`src/rtl/cab_slave_if.sv`:
```
// CAB phase link plus local register bus, bundled for the CAB slave endpoint.
interface cab_slave_if;
  logic        cab_xxi_sreq;
  logic [15:0] cab_xxi_swdata;
  logic        xxi_cab_sreq_rdy;
  logic        xxi_cab_sdn;
  logic [15:0] xxi_cab_srdata;
  logic        xxo_reg_req;
  logic [15:0] xxo_reg_addr;
  logic        xxo_reg_lan;
  logic        xxo_reg_wr;
  logic [31:0] xxo_reg_wdata;
  logic        reg_xxo_rdy;
  logic        reg_xxo_dn;
  logic [31:0] reg_xxo_rdata;
  logic        cab_s_to_err;

  modport slave (
    input  cab_xxi_sreq, cab_xxi_swdata, reg_xxo_rdy, reg_xxo_dn, reg_xxo_rdata,
    output xxi_cab_sreq_rdy, xxi_cab_sdn, xxi_cab_srdata, xxo_reg_req, xxo_reg_addr,
           xxo_reg_lan, xxo_reg_wr, xxo_reg_wdata, cab_s_to_err
  );

  modport master (
    output cab_xxi_sreq, cab_xxi_swdata, reg_xxo_rdy, reg_xxo_dn, reg_xxo_rdata,
    input  xxi_cab_sreq_rdy, xxi_cab_sdn, xxi_cab_srdata, xxo_reg_req, xxo_reg_addr,
           xxo_reg_lan, xxo_reg_wr, xxo_reg_wdata, cab_s_to_err
  );
endinterface

```
`src/rtl/cab_slave.sv`:
```
// CAB slave: collects 16-bit address/data phases into one 32-bit register access and
// returns read data as two 16-bit halves, with a read-wait timeout.
module cab_slave #(
  parameter int          TO_CYC  = 255,
  parameter logic [31:0] TO_DATA = 32'hDEAD_BEEF
) (
  input logic        clk,
  input logic        rst_n,
  cab_slave_if.slave bus
);
  localparam logic [6:0] S_ADDR  = 7'b0000001;
  localparam logic [6:0] S_WDAT0 = 7'b0000010;
  localparam logic [6:0] S_WDAT1 = 7'b0000100;
  localparam logic [6:0] S_REQ   = 7'b0001000;
  localparam logic [6:0] S_RWAIT = 7'b0010000;
  localparam logic [6:0] S_RDAT0 = 7'b0100000;
  localparam logic [6:0] S_RDAT1 = 7'b1000000;

  localparam logic [15:0] TO_LAST = 16'(TO_CYC - 1);

  logic [6:0]  state_q, state_d;
  logic [13:0] addr_q;
  logic        lan_q, wr_q, err_q;
  logic [31:0] wdata_q, rdata_q;
  logic [15:0] cnt_q;
  logic        to_hit;

  assign to_hit = (cnt_q == TO_LAST);

  always_ff @(posedge clk or negedge rst_n) begin
    if (!rst_n) state_q <= S_ADDR;
    else        state_q <= state_d;
  end

  always_comb begin
    state_d = state_q;
    case (state_q)
      S_ADDR:  if (bus.cab_xxi_sreq) state_d = bus.cab_xxi_swdata[0] ? S_WDAT0 : S_REQ;
      S_WDAT0: if (bus.cab_xxi_sreq) state_d = S_WDAT1;
      S_WDAT1: if (bus.cab_xxi_sreq) state_d = S_REQ;
      S_REQ:   if (bus.reg_xxo_rdy)  state_d = wr_q ? S_ADDR : S_RWAIT;
      S_RWAIT: if (bus.reg_xxo_dn || to_hit) state_d = S_RDAT0;
      S_RDAT0: state_d = S_RDAT1;
      S_RDAT1: state_d = S_ADDR;
      default: state_d = S_ADDR;
    endcase
  end

  // Outputs decode straight from the registered state; illegal encodings leave all low.
  always_comb begin
    bus.xxi_cab_sreq_rdy = 1'b0;
    bus.xxi_cab_sdn      = 1'b0;
    bus.xxi_cab_srdata   = 16'h0;
    bus.xxo_reg_req      = 1'b0;
    case (state_q)
      S_ADDR, S_WDAT0, S_WDAT1: bus.xxi_cab_sreq_rdy = 1'b1;
      S_REQ:   bus.xxo_reg_req = 1'b1;
      S_RDAT0: begin
        bus.xxi_cab_sdn    = 1'b1;
        bus.xxi_cab_srdata = rdata_q[15:0];
      end
      S_RDAT1: begin
        bus.xxi_cab_sdn    = 1'b1;
        bus.xxi_cab_srdata = rdata_q[31:16];
      end
      default: ;
    endcase
  end

  always_ff @(posedge clk or negedge rst_n) begin
    if (!rst_n) begin
      addr_q  <= '0;
      lan_q   <= 1'b0;
      wr_q    <= 1'b0;
      wdata_q <= '0;
      rdata_q <= '0;
      cnt_q   <= '0;
      err_q   <= 1'b0;
    end else begin
      case (state_q)
        S_ADDR: if (bus.cab_xxi_sreq) begin
          addr_q <= bus.cab_xxi_swdata[15:2];
          lan_q  <= bus.cab_xxi_swdata[1];
          wr_q   <= bus.cab_xxi_swdata[0];
        end
        S_WDAT0: if (bus.cab_xxi_sreq) wdata_q[15:0]  <= bus.cab_xxi_swdata;
        S_WDAT1: if (bus.cab_xxi_sreq) wdata_q[31:16] <= bus.cab_xxi_swdata;
        S_REQ:   if (bus.reg_xxo_rdy && !wr_q) cnt_q <= '0;
        S_RWAIT: begin
          // Real data in the expiry cycle takes priority over the timeout.
          if (bus.reg_xxo_dn) rdata_q <= bus.reg_xxo_rdata;
          else if (to_hit) begin
            rdata_q <= TO_DATA;
            err_q   <= 1'b1;
          end else cnt_q <= cnt_q + 16'd1;
        end
        default: ;
      endcase
    end
  end

  assign bus.xxo_reg_addr  = {addr_q, 2'b00};
  assign bus.xxo_reg_lan   = lan_q;
  assign bus.xxo_reg_wr    = wr_q;
  assign bus.xxo_reg_wdata = wdata_q;
  assign bus.cab_s_to_err  = err_q;
endmodule

```
`src/flat_wrapper.sv`:
```
// flat-port wrapper written by rule: the top's interface ports become plain ports
module cab_slave_flat 
#(
  parameter int          TO_CYC  = 255,
  parameter logic [31:0] TO_DATA = 32'hDEAD_BEEF
)
  (clk, rst_n, bus_cab_xxi_sreq, bus_cab_xxi_swdata, bus_reg_xxo_rdy, bus_reg_xxo_dn, bus_reg_xxo_rdata, bus_xxi_cab_sreq_rdy, bus_xxi_cab_sdn, bus_xxi_cab_srdata, bus_xxo_reg_req, bus_xxo_reg_addr, bus_xxo_reg_lan, bus_xxo_reg_wr, bus_xxo_reg_wdata, bus_cab_s_to_err);
  cab_slave_if bus_i ();
  input logic clk;
  input logic rst_n;
  input wire logic [$bits(bus_i.cab_xxi_sreq)-1:0] bus_cab_xxi_sreq;
  input wire logic [$bits(bus_i.cab_xxi_swdata)-1:0] bus_cab_xxi_swdata;
  input wire logic [$bits(bus_i.reg_xxo_rdy)-1:0] bus_reg_xxo_rdy;
  input wire logic [$bits(bus_i.reg_xxo_dn)-1:0] bus_reg_xxo_dn;
  input wire logic [$bits(bus_i.reg_xxo_rdata)-1:0] bus_reg_xxo_rdata;
  output wire logic [$bits(bus_i.xxi_cab_sreq_rdy)-1:0] bus_xxi_cab_sreq_rdy;
  output wire logic [$bits(bus_i.xxi_cab_sdn)-1:0] bus_xxi_cab_sdn;
  output wire logic [$bits(bus_i.xxi_cab_srdata)-1:0] bus_xxi_cab_srdata;
  output wire logic [$bits(bus_i.xxo_reg_req)-1:0] bus_xxo_reg_req;
  output wire logic [$bits(bus_i.xxo_reg_addr)-1:0] bus_xxo_reg_addr;
  output wire logic [$bits(bus_i.xxo_reg_lan)-1:0] bus_xxo_reg_lan;
  output wire logic [$bits(bus_i.xxo_reg_wr)-1:0] bus_xxo_reg_wr;
  output wire logic [$bits(bus_i.xxo_reg_wdata)-1:0] bus_xxo_reg_wdata;
  output wire logic [$bits(bus_i.cab_s_to_err)-1:0] bus_cab_s_to_err;
  assign bus_i.cab_xxi_sreq = bus_cab_xxi_sreq;
  assign bus_i.cab_xxi_swdata = bus_cab_xxi_swdata;
  assign bus_i.reg_xxo_rdy = bus_reg_xxo_rdy;
  assign bus_i.reg_xxo_dn = bus_reg_xxo_dn;
  assign bus_i.reg_xxo_rdata = bus_reg_xxo_rdata;
  assign bus_xxi_cab_sreq_rdy = bus_i.xxi_cab_sreq_rdy;
  assign bus_xxi_cab_sdn = bus_i.xxi_cab_sdn;
  assign bus_xxi_cab_srdata = bus_i.xxi_cab_srdata;
  assign bus_xxo_reg_req = bus_i.xxo_reg_req;
  assign bus_xxo_reg_addr = bus_i.xxo_reg_addr;
  assign bus_xxo_reg_lan = bus_i.xxo_reg_lan;
  assign bus_xxo_reg_wr = bus_i.xxo_reg_wr;
  assign bus_xxo_reg_wdata = bus_i.xxo_reg_wdata;
  assign bus_cab_s_to_err = bus_i.cab_s_to_err;
  cab_slave #(.TO_CYC(TO_CYC), .TO_DATA(TO_DATA)) u_core (.clk(clk), .rst_n(rst_n), .bus(bus_i));
endmodule
```
`config.mk`:
```
export PLATFORM = sky130hd
export DESIGN_NAME = cab_slave_flat
export DESIGN_NICKNAME = d
export VERILOG_FILES = /design/src/rtl/cab_slave_if.sv /design/src/rtl/cab_slave.sv /design/src/flat_wrapper.sv
export SDC_FILE = /design/constraint.sdc
export NUM_CORES = 1
export LEC_CHECK = 0
export BUFFER_PORTS_ARGS = -buffer_cell sky130_fd_sc_hd__buf_2
export CORE_UTILIZATION = 47
export CTS_CLUSTER_SIZE = 8
export DETAILED_ROUTE_END_ITERATION = 8
export GPL_TIMING_DRIVEN = 0
export PLACE_DENSITY = 0.84
export SYNTH_ARGS = -nofsm -noshare
export SYNTH_HDL_FRONTEND = slang
export SYNTH_SLANG_ARGS = --single-unit
```
`constraint.sdc`:
```
create_clock -name clk -period 2 [get_ports clk]
set_input_delay 0.4 -clock clk [delete_from_list [all_inputs] [get_ports clk]]
set_output_delay 0.4 -clock clk [all_outputs]
set_load 0.01 [all_outputs]
```
==> summary.txt <==
Floorplanning
  • Die Wd: 100.5 um
  • Initial Util: between 40% and 50%
  • Chip Height: 100.5 um
  • Rows: 35
  • Core area: 0.009328 mm^2
  • DIE AREA: 0.01010 mm^2
  • Number of top-level pins: 123

Timing
  • Minimum clock period: 2.342 ns
  • Final slew viol count: 0
  • RSZ-0062 raised after global routing: true
  • Tcrit/Tclk final: 117.1%
  • Max Clk Rate: 427.1 MHz
  • Worst slew pin tran: 0.7373 ns
  • Hold Slack: 0.06951 ns
  • Slew margin rel.: 50.85%
  • Fin. Hold Viols: 0
  • Final setup violating endpoints: 84
  • Final worst setup slack: -0.3416 ns
  • Clk_skew: 0.01642 ns

Routing
  • Final ANT Viol Nets: 0
  • Via count of the routed design: 4072
  • DRT Pass-1 Iters: 5
  • Residual DRC count: 0
  • WL final: 14100 um
  • Drt initial violations: around 320
  • Vias per cell: around 6.0
  • Avg WL per Cell: 20.68 um

Clocking
  • TritonCTS buffer count: 9
  • Register clock-pin slew on the reported worst setup and hold paths: roughly 0.11 ns
  • Hold buffers post-CTS: 0
  • H-tree depth: 3
  • Max Root-Sink Buffers: 2
  • Skew-Pair Late Insertion Delay: 0.38 ns
  • CTS tree: built
  • Root Driver: clkbuf_8
  • Clock Sink Count: roughly 100

Synthesis
  • Sequential element share of the synthesized area: a little under three fifths
  • Mean Syn Cell Area: 12.39 um^2
  • #FFs+latches synth: approximately 100
  • Post-synth EDFFs: 0
  • Mapped Area: roughly 0.0046 mm^2
  • Main flop type after synthesis: dfrtp_1
  • Post-synthesis instance total: 368
  • Synth async-reset ratio: 100.0%
  • Ys Warns: 0
  • Synth cell types: 46

Place
  • Routability cong.: between 0.8 and 0.9
  • Hpwl dp: roughly 7600 um
  • Port bufs: between 100 and 150
  • Dpl ws: -0.5913 ns

Final layout
  • Commonest non-fill, non-tap cell in the layout: buf_2
  • Fin nets: around 600
  • Diode count: 0
  • Layout cells sized above 1: 54.25%
  • Area grow syn2layout: 43.95%
  • Most frequent cells in the layout: buf_2, dfrtp_1, mux2_2

Worst hold path
  • Hold Crit Class: primary input to async pin

Run status
  • Status: finished with violations
  • Failing checks: setup timing

Global route
  • Initial antenna violation count: 0
  • Global route overflow: 0
  • Largest net degree at the start of global routing: 56
  • Number of global-route vias before repair: between 3k and 4k
  • Global-route wire length before repair: roughly 20000 um
  • GRT Util Overall: 25.58%

Worst setup path
  • Crit Path Class: flop to primary output
  • CP Launch Type: flop
  • Worst setup EP type: primary output
  • CP Data Arrival Time: 1.94 ns
  • Worst EP required: 1.60 ns
  • Crit Path Max Fanout: 6

Job
  • Max Cap Violations: 0

Power
  • Static Leak: about 0.0031 uW
  • PD cells: about 1300 mW/mm^2
  • VDD IR-drop max: roughly 0.91 mV
kinds of logic (layout without fill, tap and decap cells):
| group | after synthesis | count (layout) | share of synthesized area (%) |
|---|---|---|---|
| DFF | 104 | 104 | 57.12 |
| AOI/OAI and AO/OA | 92 | 92 | 14.88 |
| and+or+nand+nor | 92 | 92 | 12.13 |
| muxes | 47 | 47 | 11.61 |
| buffers and inverters | 29 | 213 | 3.431 |
| adders and majority gates | 2 | 2 | 0.5489 |
| other | 1 | 2 | 0.08227 |
| xor gates and xnor gates | 1 | 1 | 0.1922 |
synthesized netlist by cell type (2+ instances only):
library cell	instances	area share (%)
and4_1	2	0.38
o22a_1	24	4.6
nand2b_1	5	0.69
buf_4	5	0.82
nor2_1	15	1.2
nand3_1	7	0.77
nand4_1	8	1.1
nand2_1	17	1.4
a21oi_1	13	1.4
buf_2	5	0.55
and4b_1	2	0.44
ha_1	2	0.55
or4_1	4	0.66
o31ai_1	9	1.5
mux2_2	47	12
and3_1	2	0.27
buf_6	3	0.74
o21ai_0	18	2.0
dfrtp_1	103	57
or2_2	3	0.41
nor3_1	5	0.55
inv_1	6	0.49
clkbuf_1	8	0.66
nor4_1	2	0.27
or3_1	8	1.1
and2_1	2	0.27
a22o_1	24	4.6
layer usage:
layer	global-route usage, %	routed length, um
met1	31.42	5292
met2	43.52	7230
met3	6.311	1153
met4	10.14	425
met5	0	0
stage by stage:
step / area [um^2] / instances / TNS [ns] / utilization [%] / total power, uW
4_1_cts: 6275 / 671 / -9.155 / 67.27 / 7890
6_report: 6561 / 682 / -12.61 / 70.34 / 8243
3_5_place_dp: 5361 / 619 / -21.11 / 57.48 / 6034
2_1_floorplan: 4569 / 369 / 0 / - / 5035
3_3_place_gp: 5331 / 618 / -65.01 / 57.16 / 5838
5_1_grt: 6561 / 682 / -16.47 / 70.34 / 8642
cell type report:
type | count | area, um^2
Sequential cell | 104 | 2605
Buffer | 17 | 197.7
Fill cell | 634 | 2766
Multi-Input combinational cell | 236 | 2130
Tap cell | 129 | 161.4
Clock inverter | 6 | 50.05
Inverter | 7 | 41.29
Clock buffer | 10 | 127.6
Timing Repair Buffer | 173 | 1249
report_power, final:
| part | switching (uW) | internal (uW) | leakage, uW |
|---|---|---|---|
| Sequential | 659 | 2950 | 0.00134 |
| Combinational | 1550 | 1830 | 0.00167 |
| Clock | 782 | 472 | 0.0000892 |
| Total | 2990 | 5250 | 0.00310 |
sequential cells by signal, indices dropped and copies added (netlist names):
signal,flops
u_core.bus.xxo_reg_wdata,32
u_core.rdata_q,32
u_core.cnt_q,16
u_core.addr_q,14
u_core.state_q,7
u_core.bus.cab_s_to_err,1
u_core.bus.xxo_reg_lan,1
u_core.bus.xxo_reg_wr,1
final timing paths:
path                       slack (ns)               startpoint  cells after the start                       to
setup / recovery                -0.34        u_core.state_q[3]                      6    bus_xxi_cab_srdata[0]
min in group clk                 0.22          bus_reg_xxo_rdy                      2        u_core.state_q[3]
setup reg to reg                -0.28          u_core.cnt_q[0]                     10         u_core.cnt_q[11]
max in group asynchronous        1.18                    rst_n                      2        u_core.state_q[0]
hold reg to reg                  0.47  u_core.bus.cab_s_to_err                      2  u_core.bus.cab_s_to_err
hold / removal                   0.07                    rst_n                      1        u_core.addr_q[12]
worst max-delay path, stage by stage, from the launching register on:
cell,delay (ns)
dfrtp_1,0.50
nor2_2,0.21
and4b_1,0.28
buf_6,0.16
buf_8,0.12
a22o_1,0.15
buf_2,0.15
timing repair:
action,4_1_cts,5_1_grt
pin swaps,42,32
setup endpoints to repair,104,105
cloned,4,3
setup buffers,35,12
gates resized for setup,92,47
Note: power is estimated with default switching activity, not from simulation.
